<file path="src/rtl/input_conditioner_pkg.sv">
// input_conditioner_pkg: shared defaults and constant helpers for the input conditioner
package input_conditioner_pkg;
  localparam int DEF_N_CH = 5;
  localparam int DEF_STAGES = 3;
  localparam int DEF_DB_COUNT = 4;
  function automatic int clog2(input int v);
    int r;
    r = 0;
    while ((1 << r) < v) r++;
    return r;
  endfunction
  function automatic int cnt_width(input int db);
    return clog2(db) > 1 ? clog2(db) : 1;
  endfunction
endpackage

</file>
<file path="src/rtl/synchroniser_ns.sv">
// synchroniser_ns: enable-gated multi-stage synchroniser for one asynchronous bit
module synchroniser_ns import input_conditioner_pkg::*; #(
  parameter int STAGES = DEF_STAGES
) (
  input  logic clk,
  input  logic reset,
  input  logic en,
  input  logic in,
  output logic out
);
  logic [STAGES-1:0] chain;
  always_ff @(posedge clk)
    if (reset) chain <= '0;
    else if (en) chain <= {chain[STAGES-2:0], in};
  assign out = chain[STAGES-1];
endmodule

</file>
<file path="src/rtl/input_conditioner.sv">
// input_conditioner: per-channel synchronise, debounce and edge-pulse generation
module input_conditioner import input_conditioner_pkg::*; #(
  parameter int N_CH = DEF_N_CH,
  parameter int STAGES = DEF_STAGES,
  parameter int DB_COUNT = DEF_DB_COUNT
) (
  input  logic            clk,
  input  logic            reset,
  input  logic            en,
  input  logic [N_CH-1:0] in,
  output logic [N_CH-1:0] out,
  output logic [N_CH-1:0] rise,
  output logic [N_CH-1:0] fall
);
  localparam int CW = cnt_width(DB_COUNT);
  localparam logic [CW-1:0] LAST = CW'(DB_COUNT - 1);
  logic [N_CH-1:0] s;
  logic [N_CH-1:0] flip;
  logic [CW-1:0] cnt [N_CH];
  if (N_CH < 1 || STAGES < 2 || DB_COUNT < 1) begin : g_bad_param
    $error("input_conditioner: requires N_CH>=1, STAGES>=2, DB_COUNT>=1");
  end
  for (genvar i = 0; i < N_CH; i++) begin : g_sync
    synchroniser_ns #(.STAGES(STAGES)) u_sync (
      .clk  (clk),
      .reset(reset),
      .en   (en),
      .in   (in[i]),
      .out  (s[i])
    );
  end
  // a channel flips once its mismatch has persisted for DB_COUNT enabled samples
  always_comb begin
    flip = '0;
    for (int i = 0; i < N_CH; i++) flip[i] = en && (s[i] != out[i]) && (cnt[i] == LAST);
  end
  always_ff @(posedge clk) begin
    if (reset) begin
      out <= '0;
      rise <= '0;
      fall <= '0;
      for (int i = 0; i < N_CH; i++) cnt[i] <= '0;
    end else begin
      out <= out ^ flip;
      rise <= flip & s;
      fall <= flip & ~s;
      if (en)
        for (int i = 0; i < N_CH; i++)
          cnt[i] <= (s[i] == out[i] || flip[i]) ? '0 : cnt[i] + CW'(1);
    end
  end
endmodule
</file>
<file path="config.mk">
export PLATFORM = sky130hd
export DESIGN_NAME = input_conditioner
export DESIGN_NICKNAME = d
export VERILOG_FILES = /design/src/rtl/input_conditioner_pkg.sv /design/src/rtl/synchroniser_ns.sv /design/src/rtl/input_conditioner.sv
export SDC_FILE = /design/constraint.sdc
export NUM_CORES = 1
export LEC_CHECK = 0
export ABC_CLOCK_PERIOD_IN_PS = 2200
export CAP_MARGIN = 20
export CORE_UTILIZATION = 57
export CTS_CLUSTER_SIZE = 12
export DETAILED_ROUTE_END_ITERATION = 12
export PLACE_DENSITY = 0.83
export SLEW_MARGIN = 10
export SYNTH_ARGS = -nofsm -noshare
export SYNTH_HDL_FRONTEND = slang
export SYNTH_SLANG_ARGS = --single-unit
</file>
<file path="constraint.sdc">
create_clock -name clk -period 2.2 [get_ports clk]
set_clock_uncertainty 0.2 [all_clocks]
set_input_delay 0.22 -clock clk [delete_from_list [all_inputs] [get_ports clk]]
set_output_delay 0.22 -clock clk [all_outputs]
set_load 0.01 [all_outputs]
</file>
* Word-level counts from Yosys, hierarchy flattened
Memory sizes are Yosys's and may differ from the RTL's.
Cells that the tools add are included.
** Storage, ports and cells
- Flip-flop bits (word level) :: 30
- Memories :: 1
- Output and inout port bits :: 15
- Logic and storage cells :: 68
- RAM bits :: 10
** Cells by class
- Eq/ne operators :: 15
- $add $sub $neg :: 5
- Reductions and logical operators :: 15
- Mux-type cells :: 15
- Bitwise operators :: 9
** Memory list
- cnt :: words 5, bits a word 2, rd ports 5, clocked after Yosys merged registers in 0, wr ports 5, RTL line input_conditioner.sv:19 : logic [CW-1:0] cnt [N_CH];
** Operators by type and width (number)
- 2-to-1 mux 2 bit :: 10
- adder 2 x 1 -> 2 bit, second input constant :: 5
- AND 5 bit :: 2
- == test 2 bit, second input constant :: 5
- logical AND 1 bit :: 10
- == test 1 bit :: 5
- logical OR 1 bit :: 5
- 2-to-1 mux 1 bit :: 5
- != test 1 bit :: 5
- NOT 5 bit :: 1
- bitwise OR 1 bit :: 5
- XOR 5 bit :: 1

* Logic depth before layout (Yosys ltp)
Gate-level depths: netlist (run 1).
- Depth in word-level cells :: 6
- Depth in mapped cells :: 4
- Depth with buffers taken out :: 3

* Modules after synthesis
Synthesis (run 1) repeated with hierarchy kept, for this count alone.
** Second synthesis, totals
- Cells, all modules :: 124
- Area total of the unflattened synthesis :: 1680.4 µm²
** By module, submodules not included
- input_conditioner :: sequential area each 600.6 µm², cells an instance 79, area an instance 1173.6 µm², instances 1
- synchroniser_ns :: sequential area each 60.1 µm², cells an instance 9, area an instance 101.3 µm², instances 5

* Least setup slack after synthesis (run 1)
Ideal clock, no wire load.
- Path kind :: input -> register
- Start :: input port en
- End :: memory cnt[0][0] in the netlist's numbering, enable pin
- Arrival :: 0.883 ns
- Cell stages on the path :: 3
- Path buffers :: 2
- Data required time :: 1.707 ns
- Slack :: 0.824 ns
- Cells stage by stage :: buf_4 > buf_4 > or2_1
** RTL lines
- start, declared :: RTL line input_conditioner.sv:9 : input logic en,
- end, declared :: RTL line input_conditioner.sv:19

* Worst setup path in the final report (run 1)
- Start :: register out[3]
- End :: output port out[3]
** RTL lines
- start, declared :: RTL line input_conditioner.sv:11 : output logic [N_CH-1:0] out,
- start signal, assigned :: RTL line input_conditioner.sv:44 : out <= out ^ flip;
No word-level cell between the ends.

==> out/metrics.csv, run 1 <==
metric,value,unit
antenna-violating nets left,0,
Core Footprint,2730,um^2
CP startpoint kind,register,
"Hold-fix buffers, CTS",0,
CP top delay family,buffers and inverters,
Worst-path clk slew,0.11,ns
CTS Buf Count,5,
crit path buf inv count,1,
die area,3070,um^2
Critical Path RT,1.78,ns
Post-Route WL,2620,um
Ports,23,
cells on worst reg2reg path,3,
most common cell in the synthesized netlist,dfxtp_1,
status,completed,
GPL Wtd Cong,0.693,
hold depth,3,
#FFs+latches synth,40,
clk buf depth,2,
Area Growth Syn to Fin,19.1,%
FF-to-FF End,out[3]$_SDFF_PP0_,
"top cells by count, synth","30 x dfxtp_1, 15 x mux2i_1, 15 x nor2_1",
worst hold margin,0.290,ns
CP Capture Type,output port,
"Seq/Total Area, Yosys",55.3,%
final setup fails,0,
post-CTS sizing,0,
leading post-synthesis cells by cell area,"dfxtp_1 37%, edfxtp_1 18%, mux2i_1 9.2%",
Post-synth EDFFs,10,
die outline width,55.4,um
# DRC,0,
Hold Crit Class,input port to register,
initial DRC count,30,
CP max stage delay,0.57,ns
CTS tree,done,
"Cell Chain, Critical Path",clkdlybuf4s50_1,
htree depth,2,
post-synth top area cell,dfxtp_1,
RSZ-0062 raised after global routing,no,
placed cells,173,
Slew Limit Headroom,56.8,%
final hold violations,0,
Mapped Cells,124,
CP max-delay cell,clkdlybuf4s50_1,
"Top FF cell, synth",dfxtp_1,
worst skew pair latency,0.34,ns
worst reg2reg startpoint,cnt[0][6]$_SDFFCE_PP0P_,
mapped cell area,1630,um^2
vias in the first global route,956,
crit path DAT,1.36,ns
gr ovfl total,0,
Tmin final,1.78,ns
Setup CP Type,register to output port,
synth warn,0,
Syn Area/Cell,13.1,um^2
height of the die,55.4,um
Synth async-reset ratio,0,%
Hold Startpoint,in[3],
routed wire length per instance,14.5,um
Final period util,81.0,%
Finished Core Util,70.9,%
clock sinks,40,
I/O Buffers,22,
WHS Endpoint,g_sync[3].u_sync.chain[0]$_SDFFE_PP0P_,
Peak Freq,0.561,GHz
diode count,0,
detailed placement HPWL,1890,um
syn nets,137,
PD cells,655,nW/um^2
Filler cells,211,
first-pass GRT wire length,4460,um
Total GRT Usage,19.3,%
Setup TNS,0,ns
Vias/cell,5.71,
final std cells w/o fill,181,
Root Buffer,clkbuf_4,
VDD IR max,0.717,mV
final count of pins violating max slew,0,
LEAKAGE,0.000758,uW
r2r setup slk,0.79,ns
share of post-route cells with drive strength above 1,16.7,%
Yosys cell types,20,
initial antenna violation count,0,
via count,1034,
row count,19,
largest net degree at the start of global routing,25,
CP max FO,5,
Final nets,162,
Setup Buffers After CTS,0,
Worst Tran Pin Value,0.647,ns
max-cap violations,0,
Starting Density,59.5,%
drt first pass iters,4,
share of the synthesized area in the top cell type,36.9,%
## power by group
part	total, uW	switching, uW	internal (uW)
clock network	408	220	188
logic	79.2	40.5	38.7
registers	781	11.3	770
## final cells by class
class                      instances  area (um^2)  share of cell area (%)
clock buffer                       8         68.8                    3.55
multi-input combinational         78          682                    35.2
sequential                        40          901                    46.5
tap                               31         38.8                    2.00
timing repair buffer              24          248                    12.8
## stage by stage
step	setup slack (ns)	power [uW]	instance area, um^2
CTS	0.408	1280	1940
global route	0.355	1320	1940
global placement	0.323	874	1870
finish	0.417	1270	1940
floorplan	0.824	853	1630
detailed placement	0.267	878	1870
## logic make-up after synthesis
logic type	synth area share (%)
fa+ha+maj	3.84
buf+inv	2.77
flops	55.3
simple gates	21.5
mux	9.22
compound gates	4.61
xor+xnor	2.69
## flip-flops by register name (all words and copies together), names as in the netlist
signal,flops
out,5
g_sync.u_sync.chain,15
fall,5
rise,5
cnt,10
## per-layer routing
metal | share of wire, % | GRT usage (%) | vias to the layer above
met5 | 0 | 0 | -
met4 | 1.5 | 7.86 | 0
met3 | 5.6 | 7.73 | 6
met2 | 47 | 30.1 | 24
met1 | 46 | 23.8 | 499
li1 | - | - | 505
## worst max path at each step
stage | from | cells after the start | end
after floorplan | en | 3 | cnt[0][0]$_SDFFCE_PP0P_
after global placement | en | 3 | cnt[0][7]$_SDFFCE_PP0P_
after detailed placement | en | 3 | cnt[0][7]$_SDFFCE_PP0P_
after CTS | out[3]$_SDFF_PP0_ | 1 | out[3]
after global routing | out[3]$_SDFF_PP0_ | 1 | out[3]
final | out[3]$_SDFF_PP0_ | 1 | out[3]
## cells in the final DEF (no fill, tap or decap)
cell	Yosys	layout
buf_12	0	1
nor4b_2	4	4
a21bo_2	5	5
mux2i_1	15	15
dfxtp_1	30	30
xnor2_1	5	5
nor4_2	5	5
clkdlybuf4s50_1	0	22
nand2b_1	1	1
clkbuf_4	0	5
or2_1	1	1
a21oi_1	5	5
nor2_1	15	15
ha_1	5	5
and4b_1	10	10
buf_4	2	1
clkbuf_1	1	1
and2b_4	1	1
clkbuf_8	0	2
edfxtp_1	10	10
nor4b_4	1	1
nand3_1	5	5
(Power assumes the default switching activity.)
==> run 2: changes to the inputs <==
- ABC_CLOCK_PERIOD_IN_PS: 2200 -> 1500
- CORE_UTILIZATION: 57 -> 48
- PLACE_DENSITY: 0.83 -> 0.74
- clock period: 2.2 -> 1.5 ns (I/O delays scaled with it)
==> out/metrics.csv, run 2 (synthesis results as in run 1) <==
metric,value,unit,change
status,completed,,unchanged
Root Buffer,clkbuf_4,,unchanged
Peak Freq,0.709,GHz,
VDD IR max,0.630,mV,was 0.717 mV
initial antenna violation count,0,,unchanged
"most common cell after layout, fill and taps aside",dfxtp_1,,unchanged
Hold Crit Class,input port to register,,unchanged
share of post-route cells with drive strength above 1,22.3,%,was 16.7%
clk buf depth,2,,unchanged
CP max-delay cell,edfxtp_1,,was clkdlybuf4s50_1
antenna-violating nets left,0,,unchanged
Total GRT Usage,18.1,%,was 19.3%
Largest register FFs,15,,unchanged
"Cell Chain, Critical Path",ha_1 -> nor4b_2,,was clkdlybuf4s50_1
CP max stage delay,0.43,ns,was 0.57 ns
die outline width,60.2,um,was 55.4 um
largest net degree at the start of global routing,19,,was 25
# DRC,0,,unchanged
height of the die,60.2,um,was 55.4 um
LEAKAGE,0.000849,uW,was 0.000758 uW
Vias/cell,5.11,,was 5.71
first-pass GRT wire length,4660,um,was 4460 um
Worst-path clk slew,0.10,ns,was 0.11 ns
gr ovfl total,0,,unchanged
row count,20,,was 19
via count,1028,,was 1034
largest registers,"g_sync.u_sync.chain (15), cnt (10)",,unchanged
Core Footprint,3130,um^2,was 2730 um^2
most flop-heavy register,g_sync.u_sync.chain,,unchanged
Final nets,169,,was 162
Final period util,94.0,%,
PD cells,905,nW/um^2,was 655 nW/um^2
initial DRC count,24,,was 30
Starting Density,52.0,%,was 59.5%
Worst Tran Pin Value,0.376,ns,was 0.647 ns
Finished Core Util,62.7,%,was 70.9%
Setup TNS,0,ns,unchanged
CTS Buf Count,5,,unchanged
drt first pass iters,6,,was 4
worst skew pair latency,0.34,ns,about the same
Critical Path RT,1.47,ns,was 1.78 ns
GPL Wtd Cong,0.766,,was 0.693
Setup CP Type,register to register,,was register to output port
Area Growth Syn to Fin,20.5,%,was 19.1%
clock sinks,40,,unchanged
RSZ-0062 raised after global routing,no,,unchanged
final hold violations,0,,unchanged
Slew Limit Headroom,74.7,%,was 56.8%
routed wire length per instance,13.3,um,was 14.5 um
CP startpoint kind,register,,unchanged
CP Capture Type,register,,was output port
crit path buf inv count,0,,was 1
Ports,23,,unchanged
final setup fails,0,,unchanged
crit path DAT,1.38,ns,was 1.36 ns
I/O Buffers,22,,unchanged
die area,3630,um^2,was 3070 um^2
max-cap violations,0,,unchanged
diode count,0,,unchanged
most frequent cells in the layout,"25 x dfxtp_1, 15 x mux2i_1, 15 x nor2_1, 15 x dlygate4sd2_1",,"was 30 x dfxtp_1, 22 x clkdlybuf4s50_1, 15 x mux2i_1, 15 x nor2_1"
final count of pins violating max slew,0,,unchanged
Tmin final,1.41,ns,
Post-Route WL,2680,um,was 2620 um
CP top delay family,flip-flops,,was buffers and inverters
vias in the first global route,1064,,was 956
"Hold-fix buffers, CTS",0,,unchanged
htree depth,2,,unchanged
detailed placement HPWL,1930,um,was 1890 um
CTS tree,done,,unchanged
CP max FO,6,,was 5
run 2: cell count changes in the layout (fill, tap and decap cells not counted):
cell             previous run  this run
dlygate4sd2_1               0        15
buf_4                       1         9
clkbuf_8                    2         0
dfxtp_2                     0         5
buf_12                      1         0
clkbuf_1                    1         3
clkdlybuf4s50_1            22         7
dfxtp_1                    30        25
run 2: repair_timing:
| item | 4_1_cts | 5_1_grt |
|---|---|---|
| endpoints found under the setup margin | 15 | 0 |
| setup buffers | 0 | 0 |
| resized for setup | 20 | 0 |
run 2: worst paths after layout:
kind	slack [ns]	cells past startpoint	start	to
worst min-delay path	0.23	3	in[4]	g_sync[4].u_sync.chain[0]$_SDFFE_PP0P_
worst max-delay path	0.09	2	cnt[0][8]$_SDFFCE_PP0P_	cnt[0][9]$_SDFFCE_PP0P_
worst max register to register	0.09	2	cnt[0][8]$_SDFFCE_PP0P_	cnt[0][9]$_SDFFCE_PP0P_
worst min register to register	0.31	2	g_sync[0].u_sync.chain[1]$_SDFFE_PP0P_	g_sync[0].u_sync.chain[1]$_SDFFE_PP0P_
run 2: area by class of cell:
| class | instances | area (um^2) |
|---|---|---|
| clock buffer | 8 | 48.8 |
| fill | 284 | 1170 |
| multi-input combinational | 78 | 682 |
| sequential | 40 | 907 |
| tap | 44 | 55.1 |
| timing repair buffer | 31 | 269 |
run 2: worst min-delay path, cell delays in order:
cell and delay [ns]:
clkdlybuf4s50_1 0.39, mux2i_1 0.13, nor2_1 0.06
run 2: per-stage QoR:
step / area, um^2 / hold slack [ns] / setup slack, ns / std cells / total power (uW)
after floorplan: 1630 / 0.0972 / 0.194 / 124 / 1250
after global placement: 1930 / 0.274 / -0.0492 / 193 / 1290
after detailed placement: 1930 / 0.286 / -0.135 / 193 / 1300
after CTS: 1960 / 0.214 / 0.0708 / 201 / 1800
after global routing: 1960 / 0.236 / 0.0178 / 201 / 1860
final: 1960 / 0.229 / 0.0896 / 201 / 1780
run 2: report_power, final:
group / switching (uW) / internal, uW
Sequential: 16.1 / 1130
Clock: 315 / 187
Combinational: 63.7 / 65.4
run 2: per-layer routing:
metal  part of all wire (%)  vias up  global-route usage (%)
met2                     48       27                    28.4
li1                       -      519                       -
met5                      0        -                       0
met1                     45      476                    21.8
met3                    4.8        6                    5.84
met4                    1.6        0                    9.63
==> run 3: changes to the inputs <==
- CORE_MARGIN: not set -> 2
- CTS_CLUSTER_DIAMETER: not set -> 80
==> out/metrics.csv, run 3 (synthesis results as in run 1) <==
metric,value,unit,change
GPL Wtd Cong,0.695,,was 0.766
Area Growth Syn to Fin,22.6,%,was 20.5%
Tmin final,1.40,ns,was 1.41 ns
gr ovfl total,0,,unchanged
"most common cell after layout, fill and taps aside",dfxtp_1,,unchanged
Worst Tran Pin Value,0.361,ns,was 0.376 ns
CP startpoint kind,register,,unchanged
detailed placement HPWL,1880,um,was 1930 um
diode count,0,,unchanged
Setup CP Type,register to register,,unchanged
die area,3870,um^2,was 3630 um^2
height of the die,62.2,um,was 60.2 um
cells on worst reg2reg path,2,,unchanged
Largest register FFs,15,,unchanged
GR met3 Demand/Resource,3.99,%,was 5.84%
CP Capture Type,register,,unchanged
Peak Freq,0.715,GHz,was 0.709 GHz
final count of pins violating max slew,0,,unchanged
status,completed,,unchanged
Total Power,1790,uW,was 1780 uW
Final nets,169,,unchanged
initial antenna violation count,0,,unchanged
routed wire length per instance,12.8,um,was 13.3 um
Slew Limit Headroom,75.8,%,was 74.7%
htree depth,2,,unchanged
RSZ-0062 raised after global routing,no,,unchanged
vias in the first global route,980,,was 1064
drt first pass iters,3,,was 6
final hold violations,0,,unchanged
most frequent cells in the layout,"25 x dfxtp_1, 15 x mux2i_1, 15 x nor2_1, 15 x dlygate4sd2_1",,unchanged
antenna-violating nets left,0,,unchanged
final setup fails,0,,unchanged
Hold Crit Class,input port to register,,unchanged
Ports,23,,unchanged
row count,21,,was 20
hold depth,3,,unchanged
Setup WS pre-CTS,-0.0984,ns,was -0.135 ns
Total GRT Usage,15.0,%,was 18.1%
clock sinks,40,,unchanged
GRT met1 Usage,17.9,%,was 21.8%
CP max-delay cell,edfxtp_1,,unchanged
Vias/cell,5.08,,was 5.11
initial DRC count,28,,was 24
most flop-heavy register,g_sync.u_sync.chain,,unchanged
max-cap violations,0,,unchanged
Final period util,93.2,%,was 94.0%
CTS Buf Count,5,,unchanged
first-pass GRT wire length,4490,um,was 4660 um
Post-Route WL,2590,um,was 2680 um
Worst-path clk slew,0.11,ns,was 0.10 ns
Starting Density,49.6,%,was 52.0%
WHS Endpoint,g_sync[4].u_sync.chain[0]$_SDFFE_PP0P_,,unchanged
Core Footprint,3280,um^2,was 3130 um^2
I/O Buffers,22,,unchanged
Hold Startpoint,in[4],,unchanged
final instance area,2000,um^2,was 1960 um^2
die outline width,62.2,um,was 60.2 um
CP max FO,6,,unchanged
"Cell Chain, Critical Path",ha_1 -> nor4b_4,,was ha_1 -> nor4b_2
# DRC,0,,unchanged
Root Buffer,clkbuf_4,,unchanged
Critical Path RT,1.47,ns,about the same
VDD IR max,0.597,mV,was 0.630 mV
r2r setup slk,0.10,ns,was 0.09 ns
via count,1032,,was 1028
setup slack after layout,0.101,ns,was 0.0896 ns
CTS tree,done,,unchanged
met2 global-route usage,24.3,%,was 28.4%
largest net degree at the start of global routing,16,,was 19
share of post-route cells with drive strength above 1,23.6,%,was 22.3%
PD cells,895,nW/um^2,was 905 nW/um^2
worst reg2reg startpoint,cnt[0][6]$_SDFFCE_PP0P_,,was cnt[0][8]$_SDFFCE_PP0P_
largest registers,"g_sync.u_sync.chain (15), cnt (10)",,unchanged
"Most Used Layer, Global Route",met2,,unchanged
Finished Core Util,60.8,%,was 62.7%
LEAKAGE,0.000860,uW,was 0.000849 uW
FF-to-FF End,cnt[0][7]$_SDFFCE_PP0P_,,was cnt[0][9]$_SDFFCE_PP0P_
worst skew pair latency,0.34,ns,about the same
CP max stage delay,0.43,ns,about the same
crit path DAT,1.37,ns,was 1.38 ns
"Cell Area, Placed",1950,um^2,was 1930 um^2
clk buf depth,2,,unchanged
-- run 3: area by class of cell --
cell class / count / area [um^2]
tap: 46 / 57.6
sequential: 40 / 910
fill: 281 / 1290
clock buffer: 7 / 45.0
timing repair buffer: 31 / 294
multi-input combinational: 78 / 684
clock inverter: 1 / 5.00
-- run 3: timing repair --
action / in CTS / in global routing
gates resized for setup: 21 / 1
hold buffers: 0 / 0
setup endpoints to repair: 15 / 1
setup buffers: 0 / 0
-- run 3: where the power goes --
group | leakage [uW] | switching (uW) | internal [uW]
clock | 0.0000293 | 325 | 183
combinational | 0.000473 | 63.1 | 72.3
sequential | 0.000357 | 16.0 | 1130
-- run 3: worst max-delay path by stage --
| stage | startpoint | endpoint | slack (ns) |
|---|---|---|---|
| floorplan | en | cnt[0][0]$_SDFFCE_PP0P_ | 0.19 |
| global placement | reset | cnt[0][7]$_SDFFCE_PP0P_ | -0.07 |
| detailed placement | reset | cnt[0][2]$_SDFFCE_PP0P_ | -0.1 |
| CTS | cnt[0][2]$_SDFFCE_PP0P_ | cnt[0][2]$_SDFFCE_PP0P_ | 0.06 |
| global route | cnt[0][8]$_SDFFCE_PP0P_ | cnt[0][8]$_SDFFCE_PP0P_ | 0.02 |
| finish | cnt[0][6]$_SDFFCE_PP0P_ | cnt[0][7]$_SDFFCE_PP0P_ | 0.10 |
-- run 3: per-layer routing --
layer / up-vias / routed length (um)
li1: 522 / -
met1: 485 / 1210
met2: 19 / 1230
met3: 6 / 108
met4: 0 / 52
met5: - / 0
-- run 3: through the flow --
step / std cells / TNS, ns / hold slack (ns)
finish: 203 / 0 / 0.226
detailed placement: 195 / -1.52 / 0.278
CTS: 203 / 0 / 0.210
global route: 203 / 0 / 0.240
global placement: 195 / -1.06 / 0.272
floorplan: 124 / 0 / 0.0972
-- run 3: critical path: cells and delay by family, from the launching register on --
kind / cells / cell delay [ns]
flip-flops: 1 / 0.43
adder cells (fa/ha/maj): 1 / 0.33
AND/OR/NAND/NOR: 1 / 0.28
